**src/rtl/icache_arb_pkg.sv**
```systemverilog
// Shared types and constants for the ICACHE request-port arbiter.
package icache_arb_pkg;

  typedef enum logic [1:0] {
    IDLE       = 2'd0,
    RESP_READY = 2'd1,
    WAIT       = 2'd2
  } state_e;

  typedef enum logic [1:0] {
    NONE = 2'd0,
    DMD  = 2'd1,
    PF   = 2'd2
  } owner_e;

  // Low address bits that select a byte inside a cache line (merge granularity).
  localparam int unsigned LINE_OFF = 4;
  // First address bit of the TLB virtual page number.
  localparam int unsigned VPN_LSB  = 12;

endpackage

```
**src/rtl/pf_age_counter.sv**
```systemverilog
// Saturating age counter for a prefetch that keeps losing arbitration.
// expire flags the last count before the prefetch must be discarded.
module pf_age_counter #(
  parameter int unsigned PF_TIMEOUT = 8,
  parameter int unsigned CNT_W      = (PF_TIMEOUT > 1) ? $clog2(PF_TIMEOUT) : 1
) (
  input  logic clk,
  input  logic rst_n,
  input  logic inc,
  input  logic clr,
  output logic expire
);

  localparam logic [CNT_W-1:0] LAST = CNT_W'(PF_TIMEOUT - 1);

  logic [CNT_W-1:0] count;

  // Count blocked cycles; clear wins over increment, and the count never wraps.
  always_ff @(posedge clk) begin
    if (!rst_n) begin
      count <= '0;
    end else if (clr) begin
      count <= '0;
    end else if (inc && (count != LAST)) begin
      count <= count + CNT_W'(1);
    end
  end

  assign expire = (count == LAST);

endmodule

```
**src/rtl/icache_port_arbiter.sv**
```systemverilog
// Arbitrates the single ICACHE/TLB request port between demand fetch and the
// next-line prefetcher. Demand has fixed priority, one request is in flight at
// a time, and the returned line is routed to its owner (or to both when a
// demand merged onto an in-flight prefetch of the same line).
module icache_port_arbiter
  import icache_arb_pkg::*;
#(
  parameter int unsigned ADDR_W     = 40,
  parameter int unsigned IDX_W      = 12,
  parameter int unsigned LINE_W     = 128,
  parameter int unsigned PF_TIMEOUT = 8
) (
  input  logic                      CLK,
  input  logic                      RST,
  input  logic                      CORE_lock,
  input  logic                      DMD_REQ_VALID,
  input  logic [ADDR_W-1:0]         DMD_REQ_ADDR,
  output logic                      DMD_REQ_READY,
  input  logic                      DMD_KILL,
  output logic                      DMD_RESP_VALID,
  output logic [LINE_W-1:0]         DMD_RESP_DATA,
  input  logic                      PF_REQ_VALID,
  input  logic [ADDR_W-1:0]         PF_REQ_ADDR,
  output logic                      PF_REQ_READY,
  output logic                      PF_DROP,
  output logic                      PF_RESP_VALID,
  output logic                      ICACHE_REQ_VALID,
  output logic [IDX_W-1:0]          ICACHE_REQ_BITS_IDX,
  output logic [ADDR_W-VPN_LSB-1:0] TLB_REQ_BITS_VPN,
  output logic                      ICACHE_REQ_BITS_KILL,
  output logic                      ICACHE_RESP_READY,
  input  logic                      ICACHE_RESP_VALID,
  input  logic [LINE_W-1:0]         ICACHE_RESP_BITS_DATABLOCK
);

  state_e              state;
  owner_e              owner;
  logic [ADDR_W-1:0]   addr_q;
  logic                merge_q;
  logic                dmd_pend_q;
  logic                pf_pend_q;

  logic                unlocked;
  logic [ADDR_W-1:0]   cur_addr;
  logic                dmd_grant;
  logic                pf_grant;
  logic                pf_blocked;
  logic                age_drop;
  logic                age_inc;
  logic                age_clr;
  logic                age_expire;
  logic                kill_dmd;
  logic                preempt;
  logic                merge_hit;
  logic                merge_clr;
  logic                resp_take;

  assign unlocked = ~CORE_lock;
  assign age_clr  = pf_grant | age_drop;

  pf_age_counter #(
    .PF_TIMEOUT (PF_TIMEOUT)
  ) u_pf_age (
    .clk    (CLK),
    .rst_n  (RST),
    .inc    (age_inc),
    .clr    (age_clr),
    .expire (age_expire)
  );

  // Per-state decisions: grants, aging, kill, preemption and merge detection.
  always_comb begin
    cur_addr   = addr_q;
    dmd_grant  = 1'b0;
    pf_grant   = 1'b0;
    pf_blocked = 1'b0;
    age_drop   = 1'b0;
    age_inc    = 1'b0;
    kill_dmd   = 1'b0;
    preempt    = 1'b0;
    merge_hit  = 1'b0;
    merge_clr  = 1'b0;
    resp_take  = 1'b0;
    if (RST) begin
      case (state)
        IDLE: begin
          cur_addr   = DMD_REQ_VALID ? DMD_REQ_ADDR : PF_REQ_ADDR;
          dmd_grant  = DMD_REQ_VALID & unlocked & ~DMD_KILL;
          pf_grant   = PF_REQ_VALID & ~DMD_REQ_VALID & unlocked & ~DMD_KILL;
          pf_blocked = PF_REQ_VALID & unlocked & ~pf_grant;
          age_drop   = pf_blocked & age_expire;
          age_inc    = pf_blocked & ~age_expire;
        end
        RESP_READY: begin
          kill_dmd = (owner == DMD) & DMD_KILL & unlocked;
          preempt  = (owner == PF) & DMD_REQ_VALID & unlocked;
        end
        WAIT: begin
          kill_dmd  = (owner == DMD) & DMD_KILL & unlocked;
          merge_hit = (owner == PF) & ~merge_q & DMD_REQ_VALID & ~DMD_KILL & unlocked &
                      (DMD_REQ_ADDR[ADDR_W-1:LINE_OFF] == addr_q[ADDR_W-1:LINE_OFF]);
          merge_clr = (owner == PF) & merge_q & DMD_KILL & unlocked;
          // The response is still captured while locked; a kill discards it.
          resp_take = ICACHE_RESP_VALID & ~kill_dmd;
        end
        default: ;
      endcase
    end
  end

  // Port-facing outputs; everything reads 0 while reset is asserted.
  always_comb begin
    ICACHE_REQ_VALID     = dmd_grant | pf_grant;
    DMD_REQ_READY        = dmd_grant | merge_hit;
    PF_REQ_READY         = pf_grant | age_drop;
    PF_DROP              = age_drop | preempt;
    ICACHE_REQ_BITS_KILL = kill_dmd | preempt;
    ICACHE_RESP_READY    = RST & (state == RESP_READY);
    ICACHE_REQ_BITS_IDX  = RST ? cur_addr[IDX_W-1:0] : '0;
    TLB_REQ_BITS_VPN     = RST ? cur_addr[ADDR_W-1:VPN_LSB] : '0;
    // Response pulses come from registered flags and are held off while the
    // core is locked, so they appear in the first unlocked cycle.
    DMD_RESP_VALID       = RST & unlocked & dmd_pend_q;
    PF_RESP_VALID        = RST & unlocked & pf_pend_q;
  end

  // Arbiter FSM: owner/address latch, merge flag and response registers.
  always_ff @(posedge CLK) begin
    if (!RST) begin
      state         <= IDLE;
      owner         <= NONE;
      addr_q        <= '0;
      merge_q       <= 1'b0;
      dmd_pend_q    <= 1'b0;
      pf_pend_q     <= 1'b0;
      DMD_RESP_DATA <= '0;
    end else begin
      if (unlocked) begin
        dmd_pend_q <= 1'b0;
        pf_pend_q  <= 1'b0;
      end
      case (state)
        IDLE: begin
          if (dmd_grant | pf_grant) begin
            state   <= RESP_READY;
            addr_q  <= cur_addr;
            merge_q <= 1'b0;
            if (dmd_grant) owner <= DMD;
            else           owner <= PF;
          end
        end
        RESP_READY: begin
          if (kill_dmd | preempt) begin
            state <= IDLE;
            owner <= NONE;
          end else if (unlocked) begin
            state <= WAIT;
          end
        end
        WAIT: begin
          if (kill_dmd) begin
            state   <= IDLE;
            owner   <= NONE;
            merge_q <= 1'b0;
          end else if (resp_take) begin
            DMD_RESP_DATA <= ICACHE_RESP_BITS_DATABLOCK;
            // A merge detected in this very cycle still shares the line.
            dmd_pend_q    <= (owner == DMD) | (merge_q & ~merge_clr) | merge_hit;
            pf_pend_q     <= (owner == PF);
            state         <= IDLE;
            owner         <= NONE;
            merge_q       <= 1'b0;
          end else if (merge_hit) begin
            merge_q <= 1'b1;
          end else if (merge_clr) begin
            merge_q <= 1'b0;
          end
        end
        default: begin
          state <= IDLE;
          owner <= NONE;
        end
      endcase
    end
  end

endmodule

```
**config.mk**
```make
export PLATFORM = sky130hd
export DESIGN_NAME = icache_port_arbiter
export DESIGN_NICKNAME = d
export VERILOG_FILES = /design/src/rtl/icache_arb_pkg.sv /design/src/rtl/pf_age_counter.sv /design/src/rtl/icache_port_arbiter.sv
export SDC_FILE = /design/constraint.sdc
export NUM_CORES = 1
export LEC_CHECK = 0
export ABC_AREA = 1
export BUFFER_PORTS_ARGS = -buffer_cell sky130_fd_sc_hd__buf_2
export CAP_MARGIN = 20
export CORE_AREA = 2 2 150 152
export DETAILED_ROUTE_END_ITERATION = 6
export DIE_AREA = 0 0 152 154
export MAX_ROUTING_LAYER = met4
export PLACE_DENSITY = 0.66
export SKIP_CTS_REPAIR_TIMING = 1
export SYNTH_ARGS = -nofsm -noshare
export SYNTH_HDL_FRONTEND = slang
export SYNTH_SLANG_ARGS = --single-unit
```
**constraint.sdc**
```tcl
create_clock -name CLK -period 4.1 [get_ports CLK]
set_clock_uncertainty 0.05 [all_clocks]
set_input_delay 0.41 -clock CLK [delete_from_list [all_inputs] [get_ports CLK]]
set_output_delay 0.41 -clock CLK [all_outputs]
set_load 0.02 [all_outputs]
```
==> results of run 1 <==
power by group:
group | leakage [µW] | internal (µW) | switching [µW]
clock | 0.000293 | 884 | 798
combinational | 0.00384 | 612 | 1320
sequential | 0.00144 | 1890 | 90.6
worst min-delay path, cell delays in order:
cell,delay (ns)
buf_2,0.07
nor2_1,0.03
nor2_1,0.08
final cells by class:
type / count / area [µm²]
antenna: 4 / 10.01
clock buffer: 18 / 429.2
clock inverter: 14 / 188.9
fill: 2175 / 11120
inverter: 71 / 269.0
multi-input combinational: 824 / 3727
sequential: 178 / 3563
tap: 280 / 350.3
timing repair buffer: 400 / 2029
cell families (layout without fill, tap and decap cells):
kind of cell	Yosys count	in the layout	share of synthesized area
DFF	178	178	0.4466
buffers and inverters	148	503	0.08656
AOI/OAI and AO/OA	318	318	0.2048
other	0	4	0
adders and majority gates	6	6	0.009409
xor gates and xnor gates	11	11	0.01207
and+or+nand+nor	489	489	0.2406
final timing paths:
check | start | end | slack [ns]
worst min register to register | u_pf_age.count[1] | u_pf_age.count[1] | 0.43
worst max-delay path | state[0] | ICACHE_REQ_VALID | 1.17
worst max register to register | state[0] | DMD_RESP_DATA[112] | 1.39
worst min-delay path | ICACHE_RESP_BITS_DATABLOCK[47] | DMD_RESP_DATA[47] | 0.15
metrics by stage:
step / setup WS, ns / total power, µW / hold WS (ns) / std cells / util
2_1_floorplan: 1.934 / 3313 / 0.3991 / 1150 / -
3_3_place_gp: 1.353 / 3914 / 0.4068 / 1753 / 0.4583
3_5_place_dp: 1.317 / 3934 / 0.4213 / 1753 / 0.4583
4_1_cts: 1.164 / 5631 / 0.1294 / 1785 / 0.4868
5_1_grt: 0.9262 / 5922 / 0.1282 / 1789 / 0.4873
6_report: 1.169 / 5590 / 0.1476 / 1789 / 0.4873
layer usage:
layer  track usage  up-vias  wire (µm)
met1        0.2781     3874      11530
met4       0.08456        0        571
met5             -        -          0
met2        0.3698      359      13040
met3       0.05440       39       1951
li1              -     4390          -
state kept, by name, indices dropped and copies added (netlist names):
register        cells
DMD_RESP_DATA     128
addr_q             40
u_pf_age.count      3
owner               2
state               2
dmd_pend_q          1
merge_q             1
pf_pend_q           1
layout by cell type (no fill, tap or decap), types with 17 or more instances in the layout:
master     count
nand2_1      132
nand3_1       21
clkbuf_16     17
nor2_1       324
o21ai_1       97
a21oi_1       70
dfxtp_1      178
inv_1         67
o21ai_0      140
buf_2        389
==> flow_summary_export.csv, run 1 <==
group,metric,value,unit
placement,portBuffers,390,
yosys,netlist.area_leader.share,0.4466,
timing,worstMarginPinSlew,1.055,ns
timing,min_period,2.931,ns
setup_path,path_depth,7,
pwr,ir_drop,0.2419,mV
setup_path,cp.required,3.64,ns
floorplanning,die_w,152,µm
detailed_routing,wl_per_cell,15.14,µm
timing,clock.fmax,0.3412,GHz
setup_path,path_delay_family,"simple AND/OR/NAND/NOR gates",
grt,grt-ovfl-total,0,
pwr,p_leak,0.005572,µW
final_layout,fin_nets,1713,
detailed_routing,vias_per_cell,4.842,
pwr,power.density,529.0,nW/µm²
detailed_routing,wl,27090,µm
clock_network,clk_pin_slew_worst_paths,0.08,ns
clock_network,numCtsBuffers,17,
setup_path,max_stage_delay,0.52,ns
clock_network,clockBufferDepth,2,
setup_path,critPathKind,"reg -> out",
floorplanning,fp.dieH,154,µm
worst_hold_path,min_path_cells,3,
yosys,ys_warn_count,0,
timing,rsz0062_at_grt,"no",
clock_network,insertion_delay,0.42,ns
clock_network,cts_max_level,4,
placement,gp_congestion,0.9030,
timing,setup_viol,0,
placement,dp_hpwl,19530,µm
clock_network,tritoncts,"done",
timing,max_slew_margin,0.2968,
setup_path,crit_path_start_kind,"flop",
yosys,ys_top_cells_by_area,"dfxtp_1 45%, nor2_1 15%, o21ai_0 8.8%",
floorplanning,initial_core_util,0.3679,
yosys,netlist_top_cells_count,"324 x nor2_1, 178 x dfxtp_1, 140 x o21ai_0",
setup_path,end_kind,"primary output",
detailed_routing,route.antenna.remaining_nets,0,
final_layout,area_delta_synth_final,32.44,%
job,max_cap_viol_count,0,
timing,finalSetupTns,0,ns
yosys,synth_cells,1150,
floorplanning,dieArea,23410,µm²
floorplanning,row_count,54,
grt,antenna_found_initial,4,
grt,grt_start_max_net_pins,102,
timing,period_share,0.7149,
floorplanning,ioPinCount,391,
clock_network,cts.sinks,178,
grt,grt_util_all_layers,0.2285,
yosys,netlist-cell-type-count,27,
yosys,synth_edf_count,0,
outcome,status,"complete, no violations",
yosys,ys_ff_latch,178,
yosys,yosysSeqAreaShare,0.4466,
detailed_routing,drtIter0Drc,592,
yosys,post-synth-top-area-cell,"dfxtp_1",
placement,dpl_cell_area,9940,µm²
yosys,synthesis.area,7979,µm²
setup_path,crit_arrival,2.47,ns
yosys,synth_nets,1371,
timing,hold_violations,0,
yosys,yosysMostFrequentCell,"nor2_1",
yosys,avgSynthCellArea,6.938,µm²
clock_network,cts-root-buf,"clkbuf_16",
yosys,synth_ff_type,"dfxtp_1",
worst_hold_path,hold_class,"in -> reg",
setup_path,worstRegToRegCells,8,
setup_path,crit_slowest_cell,"nand2_4",
setup_path,path_max_fanout,58,
detailed_routing,detail_route.first_pass.iterations,6,
timing,drv_slew,0,
grt,grt_pass1_vias,8209,
setup_path,cp_cell_sequence,"inv_1 > ha_2 > nand2_1 > inv_1 > nand2_1 > nand2_4 > buf_2",
final_layout,final_area,10570,µm²
yosys,async_flop_share,0,
detailed_routing,drc,0,
final_layout,drive_above_1_share,0.2983,
floorplanning,core,21690,µm²
grt,grt_pass1_wl,42440,µm
detailed_routing,dr_total_vias,8662,
setup_path,path_buf_inv,3,
Note: power is estimated with default switching activity, not from simulation.
==> run 2: changes to the inputs <==
ABC_AREA = 0   (was 1)
CORE_AREA = 2 2 153 155   (was 2 2 150 152)
DIE_AREA = 0 0 155 157   (was 0 0 152 154)
PLACE_DENSITY = default   (was 0.66)
clock period = 2.55 ns   (was 4.1 ns; I/O delays follow)
==> flow_summary_export.csv, run 2 <==
group,metric,value,unit
outcome,status,"complete, no violations",
yosys,async_flop_share,0,
setup_path,crit_path_start_kind,"flop",
yosys,synthesis.area,7665,µm²
yosys,synth_cells,966,
setup_path,critPathKind,"reg -> out",
timing,min_period,2.517,ns
setup_path,crit_slowest_cell,"or4_1",
timing,worstMarginPinSlew,0.5397,ns
placement,portBuffers,390,
setup_path,max_stage_delay,0.56,ns
grt,grt-ovfl-total,0,
yosys,synth_xor_area_frac,0.04114,
worst_hold_path,hold_class,"in -> reg",
yosys,netlist-cell-type-count,37,
final_layout,n_fill_cell,2267,
setup_path,cp.required,2.25,ns
detailed_routing,wl,24930,µm
yosys,synth_compound_area_frac,0.1761,
floorplanning,dieArea,24340,µm²
floorplanning,row_count,55,
clock_network,tritoncts,"done",
setup_path,end_kind,"primary output",
clock_network,cts-root-buf,"clkbuf_16",
yosys,ys_top_cells_by_area,"dfxtp_1 46%, nand2_1 13%, a21oi_1 8.7%",
detailed_routing,vias_per_cell,4.804,
yosys,avgSynthCellArea,7.935,µm²
timing,rsz0062_at_grt,"yes",
detailed_routing,detail_route.first_pass.iterations,5,
floorplanning,ioPinCount,391,
timing,worst_slack,0.03320,ns
clock_network,numCtsBuffers,17,
yosys,yosysSeqAreaShare,0.4649,
yosys,yosysMostFrequentCell,"nand2_1",
yosys,synth_nets,1187,
detailed_routing,route.antenna.remaining_nets,0,
grt,grt_util_all_layers,0.1946,
pwr,ir_drop,0.5261,mV
timing,period_share,0.9870,
yosys,netlist.area_leader.share,0.4649,
yosys,netlist_top_cells_count,"270 x nand2_1, 178 x dfxtp_1, 133 x a21oi_1",
clock_network,cts_max_level,4,
timing,hold_violations,0,
final_layout,regMostFlops,"DMD_RESP_DATA",
grt,grt_pass1_vias,7087,
final_layout,area_delta_synth_final,41.69,%
floorplanning,die_w,155,µm
timing,max_slew_margin,0.6394,
placement,dpl_cell_area,9945,µm²
final_layout,final_cell_mix,"389 x buf_2, 269 x nand2_1, 169 x dfxtp_1",
detailed_routing,wl_per_cell,15.29,µm
floorplanning,core,22500,µm²
setup_path,cp_cell_sequence,"inv_4 > ha_4 > nand4b_1 > or4_1 > or3_4 > nand2_2 > buf_6",
setup_path,path_max_fanout,5,
setup_path,path_delay_family,"simple AND/OR/NAND/NOR gates",
grt,grt_start_max_net_pins,90,
yosys,yosys.area_share.adder,0.009794,
yosys,muxShareOfSynthArea,0.05746,
timing,setup_viol,0,
timing,clock.fmax,0.3973,GHz
setup_path,crit_arrival,2.21,ns
floorplanning,initial_core_util,0.3406,
final_layout,mostFrequentLayoutCell,"buf_2",
yosys,synth_top_family_by_area,"simple AND/OR/NAND/NOR gates",
timing,drv_slew,0,
pwr,power.density,768.5,nW/µm²
clock_network,cts.sinks,178,
grt,grt_pass1_wl,36870,µm
pwr,p_leak,0.004873,µW
detailed_routing,drtIter0Drc,482,
final_layout,final_area,10860,µm²
placement,dp_hpwl,17990,µm
final_layout,fin_nets,1552,
yosys,ys_ff_latch,178,
grt,antenna_found_initial,2,
clock_network,clk_pin_slew_worst_paths,0.08,ns
setup_path,path_buf_inv,2,
job,max_cap_viol_count,0,
floorplanning,fp.dieH,157,µm
final_layout,largest_reg_flops,128,
yosys,post-synth-top-area-cell,"dfxtp_1",
yosys,ys_warn_count,0,
clock_network,insertion_delay,0.43,ns
placement,gp_congestion,0.8232,
detailed_routing,dr_total_vias,7835,
yosys,synth-simple-area-share,0.2071,
placement,post-place-ws,0.2413,ns
setup_path,r2r_setup_slack,0.44,ns
final_layout,drive_above_1_share,0.3586,
yosys,synth_ff_type,"dfxtp_1",
detailed_routing,drc,0,
final_layout,largestRegisters,"DMD_RESP_DATA x128, addr_q x40, u_pf_age.count x3",
clock_network,clockBufferDepth,2,
yosys,synth_edf_count,0,
==> run 2: cell types whose count changed after synthesis, sizes merged, moves of 24 or more <==
cell	previous run	this run
clkbuf	33	57
buf	44	20
a21oi	70	133
o21ai	237	5
nand2	136	270
a211oi	5	81
inv	71	6
mux2i	0	44
nor2	327	87
==> run 2: report_power, final <==
part / internal [µW] / switching (µW)
sequential: 2940 / 107
combinational: 920 / 1570
clock: 1520 / 1290
total: 5380 / 2970
==> run 2: layout make-up <==
class                           count  area, µm²  share of cell area
Clock inverter                     15      215.2             0.01982
Tap cell                          285      356.6             0.03283
Inverter                            6      30.03            0.002765
Multi-Input combinational cell    705       3911              0.3601
Timing Repair Buffer              423       2340              0.2154
Clock buffer                       17      425.4             0.03917
Antenna cell                        2      5.005           0.0004608
Sequential cell                   178       3577              0.3294
==> run 2: final timing paths <==
path | startpoint | endpoint | cells after the start
worst max-delay path | state[0] | DMD_REQ_READY | 7
worst max register to register | state[1] | addr_q[6] | 8
worst min-delay path | ICACHE_RESP_BITS_DATABLOCK[90] | DMD_RESP_DATA[90] | 3
worst min register to register | DMD_RESP_DATA[86] | DMD_RESP_DATA[86] | 2
==> run 2: cell families after synthesis <==
kind of cell	count (synthesis)
multiplexers	44
AO/OA/AOI/OAI	225
AND/OR/NAND/NOR	394
flip-flops	178
buffers and inverters	83
XOR/XNOR	36
adder cells (fa/ha/maj)	6
==> run 2: worst reg2reg max path: stages, from the launching register on <==
cell      delay (ns)
dfxtp_2         0.34
inv_1           0.10
ha_2            0.24
inv_1           0.12
nor4b_4         0.38
buf_4           0.20
buf_6           0.32
nor2_1          0.08
a211oi_1        0.20
==> run 2: metrics by stage <==
step / cells / total power (µW) / util / TNS [ns] / hold slack (ns)
6_report: 1631 / 8346 / 0.4826 / 0 / 0.009543
5_1_grt: 1631 / 8773 / 0.4826 / -0.03804 / 0.00002517
4_1_cts: 1617 / 8286 / 0.4704 / -0.2921 / -0.01599
3_5_place_dp: 1585 / 5450 / 0.4419 / 0 / 0.3931
3_3_place_gp: 1585 / 5438 / 0.4419 / 0 / 0.3887
2_1_floorplan: 966 / 4614 / - / 0 / 0.3410
==> run 2: metal layers <==
metal  track usage  wire length, µm
met1        0.2407            10890
met2        0.3101            11890
met3       0.04763             1685
met4       0.07011              461
met5             -                0
==> run 3: changes to the inputs <==
CELL_PAD_IN_SITES_DETAIL_PLACEMENT = 2   (was default)
CELL_PAD_IN_SITES_GLOBAL_PLACEMENT = 2   (was default)
CORE_AREA = default   (was 2 2 153 155)
CORE_MARGIN = 2   (was default)
CORE_UTILIZATION = 22   (was default)
DIE_AREA = default   (was 0 0 155 157)
PLACE_DENSITY_LB_ADDON = 0.1   (was default)
REMOVE_ABC_BUFFERS = 1   (was default)
==> flow_summary_export.csv, run 3 (synthesized netlist as in run 2, its figures left out) <==
group,metric,value,unit
setup_path,end_kind,"primary output",
pwr,p_leak,0.005112,µW
grt,grt-ovfl-total,0,
detailed_routing,detail_route.first_pass.iterations,4,
final_layout,final_cells,1867,
timing,rsz0062_at_grt,"yes",
detailed_routing,wl,34490,µm
pwr,power.density,723.9,nW/µm²
worst_hold_path,min_to,"DMD_RESP_DATA[67]",
grt,grt_pass1_wl,48930,µm
final_layout,largestRegisters,"DMD_RESP_DATA x128, addr_q x40, u_pf_age.count x3",
detailed_routing,vias_per_cell,4.496,
pwr,ir_drop,0.4700,mV
outcome,failed_checks,"hold timing",
final_layout,n_fill_cell,4034,
worst_hold_path,min-delay-start,"ICACHE_RESP_BITS_DATABLOCK[67]",
placement,dp_cells,1753,
setup_path,max_stage_delay,0.55,ns
clock_network,tritoncts,"done",
setup_path,path_buf_inv,1,
outcome,status,"finished, violations left",
floorplanning,initial_core_util,0.2224,
setup_path,rr_startpoint,"state[1]",
worst_hold_path,min_path_cells,3,
timing,period_share,0.9999,
setup_path,worstRegToRegCells,8,
setup_path,path_delay_family,"simple AND/OR/NAND/NOR gates",
setup_path,crit_slowest_cell,"or4_4",
clock_network,cts-root-buf,"clkbuf_16",
timing,timing.hold.ws,-0.002047,ns
clock_network,clockBufferDepth,2,
setup_path,r2r_setup_slack,0.29,ns
grt,antenna_found_initial,4,
detailed_routing,drc,0,
timing,hold_violations,2,
detailed_routing,wl_per_cell,18.48,µm
grt,grt_util_all_layers,0.1796,
clock_network,cts.sinks,178,
final_layout,regMostFlops,"DMD_RESP_DATA",
final_layout,mostFrequentLayoutCell,"buf_2",
setup_path,cp_cell_sequence,"xnor2_2 > nand4_1 > or4_4 > or3_4 > nand2_1 > buf_6",
timing,drv_slew,0,
setup_path,crit_arrival,2.24,ns
grt,grt_start_max_net_pins,84,
final_layout,largest_reg_flops,128,
placement,portBuffers,390,
floorplanning,dieArea,36350,µm²
grt,grt_pass1_vias,8446,
final_layout,drive_above_1_share,0.3305,
floorplanning,fp.dieH,190.7,µm
setup_path,critPathKind,"reg -> out",
clock_network,clk_pin_slew_worst_paths,0.07,ns
floorplanning,core,34460,µm²
job,max_cap_viol_count,0,
placement,gp_congestion,0.7479,
placement,post-place-ws,0.2074,ns
timing,min_period,2.550,ns
setup_path,worstReg2RegEnd,"merge_q",
floorplanning,row_count,68,
timing,setup_viol,0,
setup_path,crit_path_start_kind,"flop",
timing,clock.fmax,0.3922,GHz
clock_network,insertion_delay,0.44,ns
final_layout,area_delta_synth_final,52.30,%
detailed_routing,drtIter0Drc,185,
timing,max_slew_margin,0.4624,
timing,worst_slack,0.0002565,ns
floorplanning,die_w,190.7,µm
worst_hold_path,hold_class,"in -> reg",
pwr,p_total,8451,µW
setup_path,cp.required,2.25,ns
setup_path,path_max_fanout,3,
final_layout,fin_nets,1618,
placement,dp_hpwl,24130,µm
final_layout,final_util,0.3388,
detailed_routing,dr_total_vias,8394,
timing,worstMarginPinSlew,0.8064,ns
floorplanning,ioPinCount,391,
final_layout,final_cell_mix,"389 x buf_2, 270 x nand2_1, 173 x dfxtp_1",
clock_network,numCtsBuffers,17,
detailed_routing,route.antenna.remaining_nets,0,
clock_network,cts_max_level,4,
-- run 3: cell types whose count changed in the layout (fill, tap and decap cells not counted), sizes merged --
cell,before,now
inv,13,7
clkbuf,18,22
clkinvlp,1,3
dlygate4sd3,7,77
clkinv,5,3
buf,415,410
diode,2,5
-- run 3: worst max path at each step --
stage | slack, ns | end | startpoint | cells after the start
3_5_place_dp | 0.21 | DMD_REQ_READY | CORE_lock | 7
4_1_cts | -0.18 | DMD_REQ_READY | addr_q[28] | 6
6_report | 0.0003 | DMD_REQ_READY | addr_q[12] | 6
2_1_floorplan | -7.54 | merge_q | state[0] | 7
3_3_place_gp | 0.20 | DMD_REQ_READY | CORE_lock | 7
5_1_grt | -0.13 | DMD_REQ_READY | addr_q[12] | 6
-- run 3: where the power goes --
part,switching (µW),internal [µW],leakage (µW)
Sequential,106,2930,0.00144
Combinational,1740,1020,0.00341
Clock,1190,1460,0.000264
-- run 3: per-stage QoR --
stage          TNS, ns  cell area (µm²)  hold slack [ns]
6_report             0            11670        -0.002047
5_1_grt        -0.1389            11670        -0.006662
4_1_cts        -0.4068            10740         -0.03475
3_5_place_dp         0            10180           0.3987
3_3_place_gp         0            10180           0.3892
2_1_floorplan  -663.22             7355           0.3267
-- run 3: per-layer routing --
metal,GRT usage,up-vias,part of all wire
met4,0.04144,0,0.0091
met1,0.2122,3991,0.45
met2,0.2927,257,0.48
met3,0.06312,16,0.070
li1,-,4130,-
met5,-,-,0
-- run 3: cell type report --
cell class                      instances  area (µm²)  area share
Timing Repair Buffer                  489        3065      0.2626
Clock inverter                          9       110.1    0.009432
Inverter                                6       27.53    0.002358
Clock buffer                           20       446.7     0.03826
Multi-Input combinational cell        705        3872      0.3317
Antenna cell                            5       12.51    0.001072
Tap cell                              455       569.3     0.04877
Sequential cell                       178        3570      0.3058
-- run 3: worst min-delay path, stage by stage --
cell	delay, ns
buf_2	0.09
nand2_1	0.04
a21oi_1	0.05
